**src/rtl/rle_block_sequencer.sv**
```systemverilog
// ---------------------------------------------------------------------------
// rle_block_sequencer
//
// Run-length encodes one block of BLOCK_LEN quantized coefficients (zig-zag
// order) into (run, value) tokens. Zeros are counted; each nonzero coefficient
// is emitted together with the number of zeros that preceded it. A block whose
// final coefficient is zero ends with an end-of-block (EOB) token instead.
//
// Optional feature (macro RLE_SEQ_ZRL_EN):
//   defined   - runs of 16 or more zeros are split into ZRL tokens (run=15,
//               value=0) so out_run never exceeds 15.
//   undefined - no ZRL splitting; out_run can reach 63.
//
// Parameters
//   BLOCK_LEN  coefficients per block, 2..64
//
// Ports
//   clk        sole clock, rising edge
//   reset      asynchronous active-low reset
//   in_valid   coefficient present
//   in_ready   coefficient accepted when in_valid && in_ready
//   in_data    8-bit two's-complement coefficient
//   out_valid  token present
//   out_ready  token consumed when out_valid && out_ready
//   out_run    zeros preceding out_value
//   out_value  nonzero coefficient, or 0 for ZRL/EOB
//   out_eob    marks the end-of-block token
//   blk_done   one-cycle pulse after the block's final token is consumed
// ---------------------------------------------------------------------------
module rle_block_sequencer #(
    parameter int BLOCK_LEN = 64
) (
    input  logic       clk,
    input  logic       reset,
    input  logic       in_valid,
    output logic       in_ready,
    input  logic [7:0] in_data,
    output logic       out_valid,
    input  logic       out_ready,
    output logic [5:0] out_run,
    output logic [7:0] out_value,
    output logic       out_eob,
    output logic       blk_done
);

    localparam int                IDX_W    = (BLOCK_LEN > 1) ? $clog2(BLOCK_LEN) : 1;
    localparam logic [IDX_W-1:0]  LAST_IDX = IDX_W'(BLOCK_LEN - 1);

`ifdef RLE_SEQ_ZRL_EN
    typedef enum logic [1:0] {
        ACCEPT    = 2'd0,
        EMIT_ZRL  = 2'd1,
        EMIT_PAIR = 2'd2,
        EMIT_EOB  = 2'd3
    } state_t;
`else
    typedef enum logic [1:0] {
        ACCEPT    = 2'd0,
        EMIT_PAIR = 2'd2,
        EMIT_EOB  = 2'd3
    } state_t;
`endif

    state_t           state_q, state_d;
    logic [IDX_W-1:0] idx_q, idx_d;
    logic [5:0]       run_q, run_d;
    logic             out_valid_d;
    logic [5:0]       out_run_d;
    logic [7:0]       out_value_d;
    logic             out_eob_d;
    // Set when the token currently held is the last one of its block.
    logic             out_last_q, out_last_d;
    logic             blk_done_d;
`ifdef RLE_SEQ_ZRL_EN
    // Nonzero coefficient waiting behind its ZRL tokens.
    logic [7:0]       pend_value_q, pend_value_d;
    logic             pend_last_q, pend_last_d;
    logic [5:0]       run_left;
`endif

    logic accept;
    logic consume;
    logic is_last;
    logic nonzero;

    // The token register may be refilled in the same cycle it is drained.
    // Reset is folded in so the port reads 0 while reset is held.
    assign in_ready = reset && (state_q == ACCEPT) && (!out_valid || out_ready);
    assign accept   = in_valid && in_ready;
    assign consume  = out_valid && out_ready;
    assign is_last  = (idx_q == LAST_IDX);
    assign nonzero  = |in_data;
`ifdef RLE_SEQ_ZRL_EN
    assign run_left = run_q - 6'd16;
`endif

    always_comb begin
        // NOTE: every signal written here gets a default first, so no path
        // leaves one unassigned and no latch is inferred.
        state_d     = state_q;
        idx_d       = idx_q;
        run_d       = run_q;
        out_valid_d = out_valid;
        out_run_d   = out_run;
        out_value_d = out_value;
        out_eob_d   = out_eob;
        out_last_d  = out_last_q;
        blk_done_d  = consume && out_last_q;
`ifdef RLE_SEQ_ZRL_EN
        pend_value_d = pend_value_q;
        pend_last_d  = pend_last_q;
`endif

        case (state_q)
            ACCEPT: begin
                if (consume) begin
                    out_valid_d = 1'b0;
                end
                if (accept) begin
                    idx_d = is_last ? '0 : idx_q + IDX_W'(1);
                    if (!nonzero) begin
                        if (!is_last) begin
                            run_d = run_q + 6'd1;
                        end else begin
                            // Trailing zeros collapse into a single EOB.
                            state_d     = EMIT_EOB;
                            run_d       = '0;
                            out_valid_d = 1'b1;
                            out_run_d   = '0;
                            out_value_d = '0;
                            out_eob_d   = 1'b1;
                            out_last_d  = 1'b1;
                        end
                    end else begin
`ifdef RLE_SEQ_ZRL_EN
                        if (run_q >= 6'd16) begin
                            // Run too long for one token: ZRLs go out first.
                            state_d      = EMIT_ZRL;
                            pend_value_d = in_data;
                            pend_last_d  = is_last;
                            out_valid_d  = 1'b1;
                            out_run_d    = 6'd15;
                            out_value_d  = '0;
                            out_eob_d    = 1'b0;
                            out_last_d   = 1'b0;
                        end else begin
                            run_d       = '0;
                            out_valid_d = 1'b1;
                            out_run_d   = run_q;
                            out_value_d = in_data;
                            out_eob_d   = 1'b0;
                            out_last_d  = is_last;
                        end
`else
                        run_d       = '0;
                        out_valid_d = 1'b1;
                        out_run_d   = run_q;
                        out_value_d = in_data;
                        out_eob_d   = 1'b0;
                        out_last_d  = is_last;
`endif
                    end
                end
            end

`ifdef RLE_SEQ_ZRL_EN
            EMIT_ZRL: begin
                if (consume) begin
                    run_d = run_left;
                    if (run_left < 6'd16) begin
                        // Remainder fits: the held value goes out next.
                        state_d     = EMIT_PAIR;
                        out_run_d   = run_left;
                        out_value_d = pend_value_q;
                        out_eob_d   = 1'b0;
                        out_last_d  = pend_last_q;
                    end
                end
            end
`endif

            EMIT_PAIR: begin
                if (consume) begin
                    state_d     = ACCEPT;
                    run_d       = '0;
                    out_valid_d = 1'b0;
                end
            end

            EMIT_EOB: begin
                if (consume) begin
                    state_d     = ACCEPT;
                    out_valid_d = 1'b0;
                end
            end

            default: begin
                state_d     = ACCEPT;
                out_valid_d = 1'b0;
            end
        endcase
    end

    always_ff @(posedge clk or negedge reset) begin
        if (!reset) begin
            state_q    <= ACCEPT;
            idx_q      <= '0;
            run_q      <= '0;
            out_valid  <= 1'b0;
            out_run    <= '0;
            out_value  <= '0;
            out_eob    <= 1'b0;
            out_last_q <= 1'b0;
            blk_done   <= 1'b0;
`ifdef RLE_SEQ_ZRL_EN
            // NOTE: the held value is pure data, but it is reset too so the
            // whole datapath comes out of reset in a known state.
            pend_value_q <= '0;
            pend_last_q  <= 1'b0;
`endif
        end else begin
            // NOTE: non-blocking assignments, so every register samples the
            // values computed from the previous cycle's state.
            state_q    <= state_d;
            idx_q      <= idx_d;
            run_q      <= run_d;
            out_valid  <= out_valid_d;
            out_run    <= out_run_d;
            out_value  <= out_value_d;
            out_eob    <= out_eob_d;
            out_last_q <= out_last_d;
            blk_done   <= blk_done_d;
`ifdef RLE_SEQ_ZRL_EN
            pend_value_q <= pend_value_d;
            pend_last_q  <= pend_last_d;
`endif
        end
    end

endmodule

```
**config.mk**
```make
export PLATFORM = sky130hd
export DESIGN_NAME = rle_block_sequencer
export DESIGN_NICKNAME = d
export VERILOG_FILES = /design/src/rtl/rle_block_sequencer.sv
export SDC_FILE = /design/constraint.sdc
export NUM_CORES = 1
export LEC_CHECK = 0
export ABC_AREA = 1
export ABC_CLOCK_PERIOD_IN_PS = 1500
export BUFFER_PORTS_ARGS = -buffer_cell sky130_fd_sc_hd__buf_2
export CAP_MARGIN = 10
export CORE_MARGIN = 5
export CORE_UTILIZATION = 54
export CTS_CLUSTER_DIAMETER = 100
export DETAILED_ROUTE_END_ITERATION = 10
export GPL_TIMING_DRIVEN = 0
export HOLD_SLACK_MARGIN = 0.15
export PLACE_DENSITY = 0.86
export SETUP_SLACK_MARGIN = 0.15
export SYNTH_ARGS = -nofsm -noshare
export SYNTH_HDL_FRONTEND = slang
export SYNTH_SLANG_ARGS = --single-unit
```
**constraint.sdc**
```tcl
create_clock -name clk -period 1.5 [get_ports clk]
set_clock_uncertainty 0.05 [all_clocks]
set_input_delay 0.3 -clock clk [delete_from_list [all_inputs] [get_ports clk]]
set_output_delay 0.3 -clock clk [all_outputs]
set_load 0.01 [all_outputs]
```
==> results of run 1 <==
-- state kept, by name, summed over array words and instances, names as in the netlist, 6 cells and up --
name,count
idx_q,6
out_value,8
out_run,6
run_q,6
-- through the flow --
stage                     worst slack (ns)  util, %  hold slack (ns)
after floorplan                     0.1771        -         -0.04559
after global placement             -0.5262    62.66           0.3263
after detailed placement           -0.5552    62.66           0.3267
after CTS                          0.03115    67.56          -0.2303
after global routing              -0.07189    75.54          -0.2291
final                             -0.01239    75.54          -0.2264
-- area by class of cell --
| class | instances | area share, % |
|---|---|---|
| clock buffer | 7 | 2.162 |
| clock inverter | 1 | 0.2402 |
| multi-input combinational | 132 | 37.36 |
| inverter | 14 | 2.643 |
| buffer | 5 | 2.462 |
| tap | 31 | 1.862 |
| sequential | 31 | 37.24 |
| timing repair buffer | 46 | 16.04 |
-- power breakdown --
part,switching [mW],internal [mW],total (mW)
clock,0.271,0.182,0.453
combinational,0.245,0.243,0.488
sequential,0.0934,0.929,1.02
total,0.610,1.35,1.96
-- cells by family after synthesis --
family | count (synthesis)
adders and majority gates | 2
AOI/OAI and AO/OA | 8
and+or+nand+nor | 117
DFF | 31
buffers and inverters | 19
xor gates and xnor gates | 4
-- worst paths after layout --
kind	slack (ns)	to	cells after the start
setup / recovery	-0.01	out_value[5]$_DFFE_PN0P_	8
hold / removal	-0.23	blk_done$_DFF_PN0_	1
setup reg to reg	-0.01	out_value[5]$_DFFE_PN0P_	8
hold reg to reg	0.45	out_value[1]$_DFFE_PN0P_	2
max in group asynchronous	1.39	out_value[1]$_DFFE_PN0P_	1
min in group clk	0.16	out_value[1]$_DFFE_PN0P_	3
-- placed cells by master (no fill, tap or decap), types with 2 or more instances in the layout --
cell / synthesis / final
xnor2_1: 2 / 2
xor2_1: 2 / 2
dfrtp_1: 31 / 31
buf_6: 2 / 8
o21ai_2: 0 / 2
nand2_2: 2 / 4
nand3_2: 2 / 14
buf_4: 1 / 10
nand4_1: 3 / 3
clkbuf_4: 0 / 5
nor2_4: 3 / 4
buf_12: 0 / 2
nand2_1: 59 / 57
nor2_1: 10 / 9
inv_2: 2 / 2
clkbuf_1: 0 / 2
nand2_4: 3 / 3
nand3_1: 32 / 20
o21ai_0: 6 / 4
buf_2: 2 / 28
inv_1: 12 / 11
buf_8: 0 / 2
-- metal layers --
metal	share of wire [%]	global-route usage (%)	vias up
li1	-	-	693
met1	37	23.34	707
met2	54	26.02	45
met3	5.2	4.618	15
met4	3.4	11.69	0
met5	0	0	-
-- what timing repair did --
action	4_1_cts	5_1_grt
endpoints found under the setup margin	31	24
buffers inserted	8	7
resized for setup	5	32
endpoints found under the hold margin	32	31
pin swaps	4	14
cloned	0	2
-- worst register-to-register path, cell delays in order, from the launching register on --
cell and delay (ns):
dfrtp_1 0.41, nor2_4 0.14, nand2_4 0.09, buf_12 0.14, nor2_8 0.16, nand2_4 0.12, buf_6 0.16, nand3_2 0.07
nand2_1 0.07
==> impl_metrics.toml, run 1 <==
[run_status]
status = "finished, violations left"
violations = "hold timing, setup timing"

[detailed_routing]
wl_per_cell_microns = 15.55
drt_iter0_drc = 94
routed_wl_mm = 4.153
firstDrtPassIters = 4
vias = 1460
drc_errors = 0
ant_nets = 0
vias_per_cell = 5.468

[final_layout]
drive_gt1_share_pct = 38.56
fin_nets = 249
diodes = 0
fin_area_sq_um = 2083
nFillCells = 171
seq_area_sq_um = 775.7
multi_input_area_sq_um = 778.2
syn_to_final_growth_pct = 34.93
instances_no_fill = 267

[yosys]
avgSynthCellArea_sq_um = 8.530
synth.cells.most_frequent = "59 x nand2_1, 32 x nand3_1, 31 x dfrtp_1"
synthesis.nets = 195
ys.warnings.count = 0
netlist_area_sq_um = 1544
synth_top_area_share_pct = 50.24
synth_top_family_by_area = "simple AND/OR/NAND/NOR gates"
synth_most_common_cell = "nand2_1"
synth_cell_types = 23
synth_seq_cells = 31
synth_adder_area_share_pct = 1.621
synth-main-ff-cell = "dfrtp_1"
synth_area_leader_cell = "dfrtp_1"
synthTopCellsByArea = "dfrtp_1 50%, nand2_1 14%, nand3_1 10%"
syn-instance-count = 181
async_flop_share_pct = 100.0
muxShareOfSynthArea_pct = 0
synth_edf_count = 0
ys_seq_area_share_pct = 50.24
synth-simple-area-share_pct = 36.87
synth-compound-area-share_pct = 2.998
synth_xor_area_share_pct = 2.269

[clock_network]
cts_tree = "done"
worstSkewPairLatency_ns = 0.34
cts-buffers-inserted = 5
postCtsHoldBufs = 1
clockBufferDepth = 2
clockRootBuffer = "clkbuf_4"
htree_levels = 2
clock-sinks = 31
clkTransAtPathRegs_ns = 0.09

[global_route]
grt_antenna_before_repair = 0
grt.overflow.total = 0
grt_max_degree = 33
grt_first_pass_wirelength_mm = 5.616
grt.total_usage_pct = 17.90
grt_pass1_vias = 1258

[place]
placed_area_sq_um = 1728
dp.cells = 241
portBuffers = 29
dp_hpwl_mm = 2.215
gp_congestion = 0.8508

[die]
fp.dieW_microns = 63.47
core_region_area_sq_um = 2758
rows = 19
initial_core_util_pct = 55.99
die-area_sq_um = 4028
ios = 30
fp.dieH_microns = 63.47

[sta]
setup_tns_ns = -0.01239
worst_pin_slew_ns = 0.3048
setup_viol = 1
slew_headroom_pct = 79.47
hold_slack_ns = -0.2264
fin_crit_ns = 1.512
rsz0062_at_grt = "yes"
finalWorstSetupSlack_ns = -0.01239
hold_violations = 31
slew_viol_final = 0
fmax_mhz = 661.2
finalCritPeriodShare_pct = 100.8

[worst_setup_path]
required_ns = 1.68
cp-start-kind = "flop"
crit_path_start = "state_q[0]$_DFFE_PN0P_"
worstReg2RegStart = "state_q[0]$_DFFE_PN0P_"
crit_chain = "nor2_4 -> nand2_4 -> buf_12 -> nor2_8 -> nand2_4 -> buf_6 -> nand3_2 -> nand2_1"
worst-setup-path-type = "flop to flop"
critical-path-top-delay-family = "simple AND/OR/NAND/NOR gates"
crit_fanout = 6
cp-end-kind = "flop"
crit_top_cell = "nand2_4"
max_stage_delay_ns = 0.41
cp_slowest_cell = "dfrtp_1"
crit_buf_inv = 2
worstPathArrival_ns = 1.69

[pwr]
vdd_drop_max_uv = 923.1
powerDensity_nw_per_um2 = 942.6
power.total_mw = 1.964
p_leak_nw = 1.125

[flow_run]
drv_cap = 0

[min_path]
hold_class = "primary input to async pin"
No activity file was read; power rests on OpenSTA's default activity.
==> inputs of run 2 (changes only) <==
- CORE_MARGIN: 5 -> 10
- CORE_UTILIZATION: 54 -> 30
- PLACE_DENSITY: 0.86 -> 0.57
==> impl_metrics.toml, run 2 (same netlist as run 1, synthesis figures left out) <==
[run_status]
status = "finished clean"

[detailed_routing]
drc_errors = 0
firstDrtPassIters = 4
routed_wl_mm = 3.891
drt_iter0_drc = 81
wl_per_cell_microns = 12.88
vias = 1344
ant_nets = 0
vias_per_cell = 4.450

[sta]
hold_violations = 0
rsz0062_at_grt = "yes"
worst_pin_slew_ns = 0.2579
finalWorstSetupSlack_ns = 0.09097
setup_viol = 0
slew_viol_final = 0
finalCritPeriodShare_pct = 93.94
slew_headroom_pct = 82.76
hold_slack_ns = 0.1995
fin_crit_ns = 1.409
fmax_mhz = 709.7

[clock_network]
htree_levels = 2
clockBufferDepth = 2
worstSkewPairLatency_ns = 0.29
clkTransAtPathRegs_ns = 0.07
clock-sinks = 31
cts-buffers-inserted = 5
clockRootBuffer = "clkbuf_8"
cts_tree = "done"

[min_path]
hold_class = "primary input to flop"

[worst_setup_path]
required_ns = 1.64
reg2reg_slack_ns = 0.09
worstPathArrival_ns = 1.55
crit_fanout = 6
cp-end-kind = "flop"
worst-setup-path-type = "flop to flop"
cp-start-kind = "flop"

[final_layout]
largest_reg_flops = 8
diodes = 0
final_common_cell = "nand2_1"
syn_to_final_growth_pct = 37.52
multi_input_area_sq_um = 764.5
largest-register = "out_value"
fin_util_pct = 42.11
fin_nets = 245
drive_gt1_share_pct = 37.50
final_cell_mix = "57 x nand2_1, 31 x dfrtp_1, 29 x buf_2, 22 x nand3_1, 12 x nand3_2"
nFillCells = 529
seq_area_sq_um = 775.7

[pwr]
intPower_mw = 1.639
switching_power_uw = 641.5
pwr-share-seq_pct = 44.6
power.total_mw = 2.280
pwr-share-clk_pct = 36.4
vdd_drop_max_uv = 418.3
comb_power_share_pct = 19.0
switching_share_pct = 28.13
powerDensity_nw_per_um2 = 1074
p_leak_nw = 1.130

[place]
dp_hpwl_mm = 2.570
pre_cts_slack_ns = -0.6289
gp_congestion = 0.7992
portBuffers = 29

[flow_run]
drv_cap = 0

[die]
die-area_sq_um = 8416
fp.dieW_microns = 91.74
fp.dieH_microns = 91.74
rows = 26
ios = 30
initial_core_util_pct = 30.62
core_region_area_sq_um = 5042

[global_route]
grt_first_pass_wirelength_mm = 6.437
globalRoute.busiestLayer = "met2"
grt_max_degree = 32
grt.total_usage_pct = 9.336
grt.overflow.total = 0
grt_pass1_vias = 1329
grt_antenna_before_repair = 0
grt_util_met1_pct = 10.95
use_met2_pct = 14.87
grt_util_met3_pct = 3.504
-- run 2: path summary, 6_finish.rpt --
check,startpoint,endpoint,cells after the start
max,idx_q[0]$_DFFE_PN0P_,out_run[1]$_DFFE_PN0P_,7
min,out_ready,blk_done$_DFF_PN0_,3
max reg2reg,idx_q[0]$_DFFE_PN0P_,out_run[1]$_DFFE_PN0P_,7
min reg2reg,out_value[3]$_DFFE_PN0P_,out_value[3]$_DFFE_PN0P_,2
max in group asynchronous,reset,out_valid$_DFF_PN0_,3
min in group asynchronous,reset,run_q[5]$_DFFE_PN0P_,3
-- run 2: power by group through the flow --
| stage | registers [mW] | logic (mW) | clock network, mW |
|---|---|---|---|
| 2_1_floorplan | 1.04 | 0.195 | 0 |
| 3_3_place_gp | 1.03 | 0.325 | 0 |
| 3_5_place_dp | 1.03 | 0.330 | 0 |
| 4_1_cts | 1.02 | 0.412 | 0.842 |
| 5_1_grt | 1.04 | 0.481 | 0.897 |
| 6_report | 1.02 | 0.433 | 0.829 |
-- run 2: critical path, cell delays in order (launching register included) --
cell and delay [ns]:
dfrtp_1 0.37, ha_2 0.20, nand2_2 0.07, nor2_4 0.22, nand2_4 0.12, buf_6 0.16
nand3_2 0.07, nand2_2 0.05
-- run 2: layout make-up --
| cell class | instances | share of cell area [%] |
|---|---|---|
| sequential | 31 | 36.53 |
| multi-input combinational | 132 | 36.00 |
| timing repair buffer | 42 | 13.67 |
| tap | 70 | 4.125 |
| clock buffer | 5 | 3.241 |
| inverter | 14 | 2.475 |
| clock inverter | 3 | 2.062 |
| buffer | 5 | 1.886 |
-- run 2: stage by stage --
stage          cell area, sq um  setup TNS [ns]  cells
6_report                   2123               0    302
3_3_place_gp               1777          -15.76    280
5_1_grt                    2123               0    302
3_5_place_dp               1777          -16.66    280
2_1_floorplan              1544               0    181
4_1_cts                    2058               0    300
-- run 2: metal layers --
metal  part of all wire [%]  vias up  routed length [microns]
met1                     44      637                     1704
met4                    1.6        0                       64
met3                    5.6        4                      217
li1                       -      685                        -
met2                     49       18                     1904
met5                      0        -                        0
-- run 2: timing repair --
action | in CTS | in global routing
hold buffers | 2 | 0
setup buffers | 8 | 2
resized for setup | 18 | 13
hold endpoints to repair | 31 | 0
pin swaps | 6 | 9
endpoints found under the setup margin | 31 | 25
gates cloned | 2 | 0
==> inputs of run 3 (changes only) <==
- CAP_MARGIN: 10 -> 20
- REMOVE_ABC_BUFFERS: default -> 1
- SKIP_CTS_REPAIR_TIMING: default -> 1
==> impl_metrics.toml, run 3 (same netlist as run 1, synthesis figures left out) <==
[final_layout]
largest-register = "out_value"
diodes = 0
drive_gt1_share_pct = 43.56
final_common_cell = "nand2_1"
fin_util_pct = 45.29
nFillCells = 472
fin_nets = 238
largest_reg_flops = 8
fin_area_sq_um = 2283
final_cell_mix = "52 x nand2_1, 31 x dfrtp_1, 27 x buf_2, 20 x nand3_2, 13 x nand3_1"
instances_no_fill = 295
syn_to_final_growth_pct = 47.89

[global_route]
grt.total_usage_pct = 8.641
grt_pass1_vias = 1277
grt_first_pass_wirelength_mm = 6.016
grt_antenna_before_repair = 0
grt_max_degree = 33
grt.overflow.total = 0

[place]
gp_congestion = 0.7620
portBuffers = 29
placed_area_sq_um = 1737
dp.cells = 275
dp_hpwl_mm = 2.393
pre_cts_slack_ns = -0.9835

[die]
fp.dieH_microns = 91.74
die-area_sq_um = 8416
fp.dieW_microns = 91.74
ios = 30
initial_core_util_pct = 30.62
core_region_area_sq_um = 5042
rows = 26

[detailed_routing]
ant_nets = 0
drc_errors = 0
vias_per_cell = 4.569
firstDrtPassIters = 4
wl_per_cell_microns = 13.40
routed_wl_mm = 3.953
vias = 1348
drt_iter0_drc = 58

[sta]
hold_slack_ns = -0.2151
hold_violations = 31
finalWorstSetupSlack_ns = 0.06051
finalCritPeriodShare_pct = 95.97
fmax_mhz = 694.7
slew_headroom_pct = 78.81
slew_viol_final = 0
worst_pin_slew_ns = 0.3171
rsz0062_at_grt = "yes"
setup_viol = 0
setup_tns_ns = 0
fin_crit_ns = 1.439

[flow_run]
drv_cap = 0

[worst_setup_path]
worstReg2RegStart = "state_q[0]$_DFFE_PN0P_"
worstPathArrival_ns = 1.09
reg2reg_slack_ns = 0.09
worst-setup-path-type = "flop to output port"
cp-start-kind = "flop"
r2r_cells = 7
cp-end-kind = "output port"
required_ns = 1.15
rr_endpoint = "run_q[2]$_DFFE_PN0P_"
crit_fanout = 2

[clock_network]
clkTransAtPathRegs_ns = 0.07
clock-sinks = 31
cts_tree = "done"
clockBufferDepth = 2
htree_levels = 2
clockRootBuffer = "clkbuf_8"
cts-buffers-inserted = 5
worstSkewPairLatency_ns = 0.29

[pwr]
p_leak_nw = 1.148
power.total_mw = 2.406
vdd_drop_max_uv = 422.5
powerDensity_nw_per_um2 = 1054

[run_status]
status = "finished, violations left"
violations = "hold timing"

[min_path]
hold_class = "primary input to async pin"
[run 3: changes by cell type in the layout (fill, tap and decap cells not counted), moves of 2 or more]
cell | previous run | this run
buf_6 | 6 | 4
nand2_8 | 0 | 5
o21ai_0 | 4 | 2
nand3_1 | 22 | 13
nand3_2 | 12 | 20
buf_2 | 29 | 27
buf_12 | 2 | 5
nand2_2 | 3 | 5
buf_4 | 9 | 1
nand2_1 | 57 | 52
[run 3: critical path, cell delays in order, from the launching register on]
cell and delay (ns):
dfrtp_1 0.41, nor2_4 0.16, nand2_4 0.10, inv_2 0.06, buf_6 0.09
[run 3: worst max path at each step]
stage / start / end / slack, ns / cells after the start
floorplan: out_valid$_DFF_PN0_ / out_last_q$_DFFE_PN0P_ / 0.11 / 4
global placement: reset / out_run[2]$_DFFE_PN0P_ / -0.97 / 7
detailed placement: reset / out_last_q$_DFFE_PN0P_ / -0.98 / 6
CTS: reset / out_run[2]$_DFFE_PN0P_ / -0.68 / 7
global route: state_q[0]$_DFFE_PN0P_ / in_ready / 0.01 / 4
finish: state_q[0]$_DFFE_PN0P_ / in_ready / 0.06 / 4
[run 3: layout make-up]
| cell class | count | area [sq um] | share of cell area [%] |
|---|---|---|---|
| clock buffers | 6 | 82.58 | 3.616 |
| clock inverters | 2 | 35.03 | 1.534 |
| inverters | 14 | 60.06 | 2.630 |
| multi-input cells | 134 | 939.7 | 41.15 |
| flip-flops and latches | 31 | 775.7 | 33.97 |
| well taps | 70 | 87.58 | 3.836 |
| repair buffers | 38 | 302.8 | 13.26 |
[run 3: where the power goes]
group	switching [mW]	leakage (nW)	internal (mW)
logic	0.252	0.674	0.239
clock network	0.328	0.0612	0.537
registers	0.120	0.413	0.930
[run 3: layer usage]
metal,global-route usage (%),routed length [microns]
met2,14.34,2013
met1,9.586,1667
met3,3.504,212
met5,0,0
met4,3.728,61
